### config.mk
export PLATFORM = sky130hd
export DESIGN_NAME = ps2_scancode
export DESIGN_NICKNAME = d
export VERILOG_FILES = /design/src/rtl/ps2_scancode.sv
export SDC_FILE = /design/constraint.sdc
export NUM_CORES = 1
export LEC_CHECK = 0
export ABC_AREA = 1
export CAP_MARGIN = 15
export CORE_ASPECT_RATIO = 1.1
export CORE_MARGIN = 2
export CORE_UTILIZATION = 35
export DETAILED_ROUTE_END_ITERATION = 7
export PLACE_DENSITY = 0.54
export SYNTH_ARGS = -nofsm -noshare
export SYNTH_HDL_FRONTEND = slang
export SYNTH_SLANG_ARGS = --single-unit
### constraint.sdc
create_clock -name clock -period 6.5 [get_ports clock]
set_clock_uncertainty 0.05 [all_clocks]
set_input_delay 1.3 -clock clock [delete_from_list [all_inputs] [get_ports clock]]
set_output_delay 1.3 -clock clock [all_outputs]
set_load 0.05 [all_outputs]
### src/rtl/ps2_scancode.sv
// PS/2 keyboard receiver and set-2 scancode decoder.
// Synchronises and glitch-filters the raw PS/2 lines and assembles 11-bit frames.
// E0/F0 prefixes are stripped, E1 (Pause) sequences and controller replies are discarded.
// Optional feature: define PS2_PARITY_CHECK_EN to reject frames with bad odd parity.
module ps2_scancode #(
    parameter int FILTER_LEN     = 8,
    parameter int TIMEOUT_CYCLES = 24000
) (
    input  logic       clock,
    input  logic       reset,
    input  logic       ps2_clk,
    input  logic       ps2_dat,
    output logic [7:0] code,
    output logic       strobe,
    output logic       pressed,
    output logic       extended,
    output logic       error
);

    localparam int FW = $clog2(FILTER_LEN + 1);
    localparam int TW = $clog2(TIMEOUT_CYCLES + 1);

    typedef enum logic {IDLE, SKIP} state_t;

    logic          clk_s1, clk_s2, dat_s1, dat_s2;
    logic          filt_clk;
    logic [FW-1:0] filt_cnt;
    logic          fall;
    logic [9:0]    shreg;
    logic [10:0]   frame;
    logic [3:0]    bit_cnt;
    logic [TW-1:0] to_cnt;
    logic          parity_ok, frame_ok;
    logic          rx_valid, rx_err;
    logic [7:0]    rx_byte;

    state_t        state, state_next;
    logic          rel, rel_next, ext, ext_next;
    logic [2:0]    skip_cnt, skip_next;
    logic          strobe_next, pressed_next, extended_next;
    logic [7:0]    code_next;

    // The filtered clock is about to be accepted low: this is a sampling edge.
    assign fall  = filt_clk && !clk_s2 && (filt_cnt == FW'(FILTER_LEN - 1));
    // Frame as it will look once the current data bit is shifted in (bit 0 = start).
    assign frame = {dat_s2, shreg};

    // Two-stage synchronisers; lines idle high.
    // NOTE: sequential state uses non-blocking (<=) so every flop samples pre-edge values.
    always_ff @(posedge clock or posedge reset) begin
        if (reset) begin
            clk_s1 <= 1'b1;
            clk_s2 <= 1'b1;
            dat_s1 <= 1'b1;
            dat_s2 <= 1'b1;
        end else begin
            clk_s1 <= ps2_clk;
            clk_s2 <= clk_s1;
            dat_s1 <= ps2_dat;
            dat_s2 <= dat_s1;
        end
    end

    // Glitch filter: a new clock level must persist FILTER_LEN cycles to be accepted.
    always_ff @(posedge clock or posedge reset) begin
        if (reset) begin
            filt_clk <= 1'b1;
            filt_cnt <= '0;
        end else if (clk_s2 == filt_clk) begin
            filt_cnt <= '0;
        end else if (filt_cnt == FW'(FILTER_LEN - 1)) begin
            filt_clk <= clk_s2;
            filt_cnt <= '0;
        end else begin
            filt_cnt <= filt_cnt + FW'(1);
        end
    end

    // Frame validity: start low, stop high, and optionally odd parity.
    always_comb begin
`ifdef PS2_PARITY_CHECK_EN
        parity_ok = ^frame[9:1];
`else
        parity_ok = 1'b1;
`endif
        frame_ok = !frame[0] && frame[10] && parity_ok;
    end

    // Bit shifter, bit counter and inter-bit timeout.
    always_ff @(posedge clock or posedge reset) begin
        if (reset) begin
            shreg    <= '0;
            bit_cnt  <= '0;
            to_cnt   <= '0;
            rx_valid <= 1'b0;
            rx_err   <= 1'b0;
            rx_byte  <= '0;
        end else begin
            rx_valid <= 1'b0;
            rx_err   <= 1'b0;
            if (fall) begin
                shreg  <= frame[10:1];
                to_cnt <= '0;
                if (bit_cnt == 4'd10) begin
                    bit_cnt  <= '0;
                    rx_valid <= frame_ok;
                    rx_err   <= !frame_ok;
                    rx_byte  <= frame[8:1];
                end else begin
                    bit_cnt <= bit_cnt + 4'd1;
                end
            end else if (bit_cnt == 4'd0) begin
                to_cnt <= '0;
            end else if (to_cnt == TW'(TIMEOUT_CYCLES - 1)) begin
                to_cnt  <= '0;
                bit_cnt <= '0;
                rx_err  <= 1'b1;
            end else begin
                to_cnt <= to_cnt + TW'(1);
            end
        end
    end

    // Decoder next-state and output logic.
    // NOTE: every signal gets a default first so no path leaves it unassigned (no latches).
    always_comb begin
        state_next    = state;
        rel_next      = rel;
        ext_next      = ext;
        skip_next     = skip_cnt;
        strobe_next   = 1'b0;
        code_next     = code;
        pressed_next  = pressed;
        extended_next = extended;
        if (rx_err) begin
            rel_next = 1'b0;
            ext_next = 1'b0;
        end else if (rx_valid) begin
            case (state)
                IDLE: begin
                    case (rx_byte)
                        8'hE0: ext_next = 1'b1;
                        8'hF0: rel_next = 1'b1;
                        8'hE1: begin
                            state_next = SKIP;
                            skip_next  = 3'd7;
                            rel_next   = 1'b0;
                            ext_next   = 1'b0;
                        end
                        8'hAA, 8'hFA, 8'hEE, 8'hFE, 8'h00, 8'hFF: ; // controller replies
                        default: begin
                            strobe_next   = 1'b1;
                            code_next     = rx_byte;
                            pressed_next  = !rel;
                            extended_next = ext;
                            rel_next      = 1'b0;
                            ext_next      = 1'b0;
                        end
                    endcase
                end
                SKIP: begin
                    if (skip_cnt == 3'd1) begin
                        state_next = IDLE;
                        skip_next  = 3'd0;
                    end else begin
                        skip_next = skip_cnt - 3'd1;
                    end
                end
                default: state_next = IDLE;
            endcase
        end
    end

    // Decoder state and registered outputs.
    always_ff @(posedge clock or posedge reset) begin
        if (reset) begin
            state    <= IDLE;
            rel      <= 1'b0;
            ext      <= 1'b0;
            skip_cnt <= '0;
            strobe   <= 1'b0;
            code     <= '0;
            pressed  <= 1'b0;
            extended <= 1'b0;
            error    <= 1'b0;
        end else begin
            state    <= state_next;
            rel      <= rel_next;
            ext      <= ext_next;
            skip_cnt <= skip_next;
            strobe   <= strobe_next;
            code     <= code_next;
            pressed  <= pressed_next;
            extended <= extended_next;
            error    <= rx_err;
        end
    end

endmodule

; Word-level counts from Yosys, hierarchy flattened
; Index checks and enable logic that the tools add are counted.
; Widths: inputs -> output; s select.
[op_classes]
reduce_logical = 22
muxes = 33
n_bitwise = 4
n_eq_ne = 18
add_sub_neg = 4
[ops]
columns = operator, count
row1 = $eq 8x8->1 const B, 8
row2 = $mux 15, 3
row3 = $mux 4, 6
row4 = $mux 1, 18
row5 = $add 15x1->15 const B, 1
row6 = $eq 15x15->1 const B, 1
row7 = $reduce_or 7->1, 2
row8 = $reduce_and 3->1, 3
row9 = $reduce_or 9->1, 1
row10 = $add 4x1->4 const B, 2
row11 = $logic_not 8->1, 1
row12 = $reduce_and 2->1, 4
row13 = $mux 3, 2
row14 = $ne 2x1->1 const B, 3
row15 = $pmux 1 s2, 3
row16 = $pmux 3 s2, 1
row17 = $eq 4x3->1 const B, 1
row18 = $eq 4x4->1 const B, 1
row19 = $logic_not 1->1, 4
row20 = $logic_not 4->1, 1
row21 = $ne 2x2->1 const B, 2
row22 = $not 1->1, 4
row23 = $reduce_and 4->1, 1
row24 = $reduce_bool 2->1, 2
row25 = 4 further kinds, 6
[word_totals]
wordCells = 102
in_bits = 4
ff_bits = 66
out_inout_bits = 12

; Depth between registers and ports, before layout
[depth]
word_depth = 6
depth_mapped = 10
ltp_nobuf = 10

; Worst setup path before layout
; OpenSTA, ideal clock, no wires.
[synth_path]
path_type = flip-flop to output port
startpoint = register code[0]
endpoint = output code[0]
stages_incl_launch_ff = 1
required_time_ns = 5.150
arrival_ns = 0.600
n_path_buf = 0
path_slack_ns = 4.550
path_cell_list = dfrtp_1
[synth_lines]
columns = element, line_no
row1 = start: declaration, 13  ; output logic [7:0] code,
row2 = start signal: assignment, 192  ; code <= code_next;
; No word-level cell between the ends.

; Worst setup path after layout
[layout_path]
startpoint = register code[7]
endpoint = output code[7]
; No word-level cell between the ends.

==> run summary <==
Static timing analysis puts the maximum clock frequency at 352 MHz. Grouping stages by cell kind, the critical path spends the most delay in buffers and inverters. The post-synthesis instance area is 3080 µm². The number of antenna violations at the first check in global routing came out at 0. Of the synthesized area, sequential elements account for between 50 and 60%. The net count of the finished layout is 396. Of all flip-flops after synthesis, the portion carrying an async set or reset was 100%. The static leakage came out at 1.72 nW. The minimum period implied by the final worst setup slack came out at roughly 2800 ps.

The number of enable flip-flop cells after synthesis is 0. The floorplan die height came out at 102 µm. The filler cell count is 838.

The overall via count from detail_route is between 2000 and 2500. The remaining routing DRC violations is 0. The mean cell area of the mapped netlist came out at 8.49 µm². The area after detailed placement is between 3000 and 4000 µm².

The aggregate global routing overflow came out at 0. The antenna diode instance count came out at 0. The H-tree was split into 3 levels. The initial DRC count came out at 87. The number of rows created at floorplan came out at 35. The ratio of routed vias to standard cells is 4.51. The largest single stage delay on the critical path is 800 ps.

STA classifies the critical path endpoint as an output port. Power spread over the standard cell area amounts to between 200 and 250 nW/µm². The largest individual stage delay along the critical path comes from the cell sky130_fd_sc_hd__clkdlybuf4s50_1. The worst-path maximum fanout is 2. The area fraction of the dominant cell type after synthesis is between 40% and 50%. Global routing used 2.88% of the available met3 tracks. At the end of routability-driven placement, the weighted congestion stood at 0.810.

Entering global routing, the biggest net connects 67 pins. The count of antenna-violating nets left after detailed routing is 0. The total detailed-routing wirelength is 5.29 mm. The number of optimization iterations in the first detailed-route pass is 4. The die width came out at just over 90 µm. Post-CTS timing repair inserted 0 buffers for setup. In the post-synthesis netlist, the biggest area contributors are sky130_fd_sc_hd__dfrtp_1 50%, sky130_fd_sc_hd__nand2_1 11%, sky130_fd_sc_hd__nor2_1 5.6%. The clock latency of the later-clocked register in the worst-skew pair came out at 330 ps. The cell type with the largest total area after synthesis is sky130_fd_sc_hd__dfrtp_1. The total global-route track usage came out at 12.9%. The final hold violation count is 0.

The cell count after synthesis came out at 363. The clock transition at the registers of the reported paths came out at 70 ps. The worst voltage drop across the vdd grid came out at 0.0804 mV. The most used flip-flop cell after synthesis is sky130_fd_sc_hd__dfrtp_1. In the finished design, the share of the clock period the worst path needs comes to 43.7%.

The area enclosed by the die boundary came out at 9570 µm². The number of top-level pins came out at 16. Across the run, the number of max-cap violations was 0. Data arrives at the worst endpoint at roughly 1500 ps.

Gates resized during post-CTS repair numbered 0. The run finished with clean final reports. The warning count from the yosys run is 0. Setup repair after global routing left no endpoint under its margin. The wire length of the first global-routing pass came out at 9.70 mm. The measured slew at the worst slew-check pin came out at 812 ps. The via count of the first global-routing pass is 2185. The number of distinct library cells after synthesis came out at 33. The final max-slew violation count is 0. The critical path is of the reg2out type. The clock passes through at most 2 buffers. The number of buffers added to fix hold violations after cts came out at 0. The synthesized net count is 375.

Walking the worst path, the cells encountered are clkdlybuf4s50_1. Hold timing on the final database bottoms out at a slack of between 300 and 400 ps. Setup total negative slack on the finished layout was measured at 0 ps. The most crowded layer after global routing is met2. The path class of the tightest hold or removal check is reg2reg. In this run, synthesis produced a sequential element count of between 60 and 70.

The initial utilization of the core area, before any placement, comes to 36.5%. The number of endpoints failing setup at the final stage came out at 0. The area inside the core boundary is 8450 µm². The average wire per cell in the routed design is around 11 µm.

The layout overhead on the synthesized area is 14.8%. The TritonCTS clock tree is done. The count of buffering cells on the critical path with inverters included is 1. The total clock sinks came out at 66. The met2 track utilization from global routing came out at 21.2%. STA classifies the critical path startpoint as a register. The data required time at the worst endpoint is 5150 ps. The met1 usage in global routing came out at about 16%. The count of input and output buffers is 15.

The final HPWL from detailed placement is 3.74 mm. The post-layout instance area came out at 3540 µm². In this run the clock root is driven by a sky130_fd_sc_hd__clkbuf_8.

Of the cells placed in the final design, the portion with a size suffix greater than 1 is 8.51%. The number of CTS-inserted buffers came out at 9. In this run the tightest slew margin relative to its limit is 45.8%.
[final cells by class]
cell class              instances  area [µm²]  area share, %
well taps                     111         139           3.93
inverters                      47         176           4.99
multi-input cells             244        1200           33.9
flip-flops and latches         66        1660           46.9
clock buffers                   9         124           3.50
clock inverters                 6        82.6           2.33
repair buffers                 16         158           4.46
[worst paths after layout]
kind                                   startpoint              endpoint  slack, ps  depth (start not counted)
max in group asynchronous                   reset  shreg[3]$_DFFE_PP0P_       4390                          3
max reg2reg                rx_byte[0]$_DFFE_PP0P_   code[6]$_DFFE_PP0P_       4360                          9
max                           code[7]$_DFFE_PP0P_               code[7]       3660                          1
min in group asynchronous                   reset   to_cnt[2]$_DFF_PP0_       1460                          3
min reg2reg                      dat_s1$_DFF_PP1_      dat_s2$_DFF_PP1_        310                          0
min                              dat_s1$_DFF_PP1_      dat_s2$_DFF_PP1_        310                          0
[cell families (layout without fill, tap and decap cells)]
kind of cell | after synthesis | in the layout | share of synthesized area [%]
AOI/OAI and AO/OA | 34 | 34 | 5.89
and+or+nand+nor | 192 | 192 | 27.0
adders and majority gates | 8 | 8 | 3.25
muxes | 1 | 1 | 0.325
buffers and inverters | 53 | 78 | 7.23
DFF | 66 | 66 | 53.8
xor gates and xnor gates | 9 | 9 | 2.56
[cell usage in the layout, fill, tap and decap left out, drive strengths merged]
cell type      netlist  layout
nand2               95      95
dfrtp               61      61
nor2                48      48
inv                 46      46
nand3               36      36
o21ai               24      24
clkdlybuf4s50        0      15
clkbuf               1       9
ha                   8       8
xor2                 7       7
a21oi                6       6
nor3                 6       6
dfstp                5       5
clkinv               1       4
nand4                3       3
xnor2                2       2
nor3b                2       2
a31oi                2       2
bufinv               0       2
mux2i                1       1
a22oi                1       1
nand3b               1       1
o21bai               1       1
or2                  1       1
clkinvlp             0       1
buf                  5       1
[cells in the mapped netlist (all sizes together) (2+ instances only)]
| cell | instances |
|---|---|
| a31oi | 2 |
| inv | 46 |
| dfrtp | 61 |
| ha | 8 |
| o21ai | 24 |
| buf | 5 |
| nor3b | 2 |
| nor2 | 48 |
| nand3 | 36 |
| nand2 | 95 |
| xor2 | 7 |
| xnor2 | 2 |
| a21oi | 6 |
| dfstp | 5 |
| nand4 | 3 |
| nor3 | 6 |
[where the power goes]
group,switching [W],total [W],internal (W),leakage (nW)
clock,0.000152,0.000364,0.000212,0.105
sequential,0.00000735,0.000433,0.000425,0.902
combinational,0.0000242,0.0000368,0.0000126,0.711
total,0.000184,0.000833,0.000650,1.72
[layer usage]
layer | up-vias | share of wire (%) | routed length [µm]
met4 | 0 | 1.6 | 82
met5 | - | 0 | 0
li1 | 1184 | - | -
met3 | 6 | 2.4 | 128
met2 | 27 | 46 | 2420
met1 | 1033 | 50 | 2650
[state kept, by name, summed over array words and instances, names as in the netlist, 3 cells and up]
register	count
to_cnt	15
shreg	10
code	8
rx_byte	8
bit_cnt	4
filt_cnt	4
skip_cnt	3
[stage by stage]
step	total power, W	utilization (%)	cells	worst slack [ps]
CTS	0.000849	41.9	499	3640
global placement	0.000477	39.4	484	3970
global route	0.000880	41.9	499	3600
floorplan	0.000468	-	363	3500
detailed placement	0.000479	39.4	484	3960
finish	0.000833	41.9	499	3660
(Power assumes the default switching activity.)
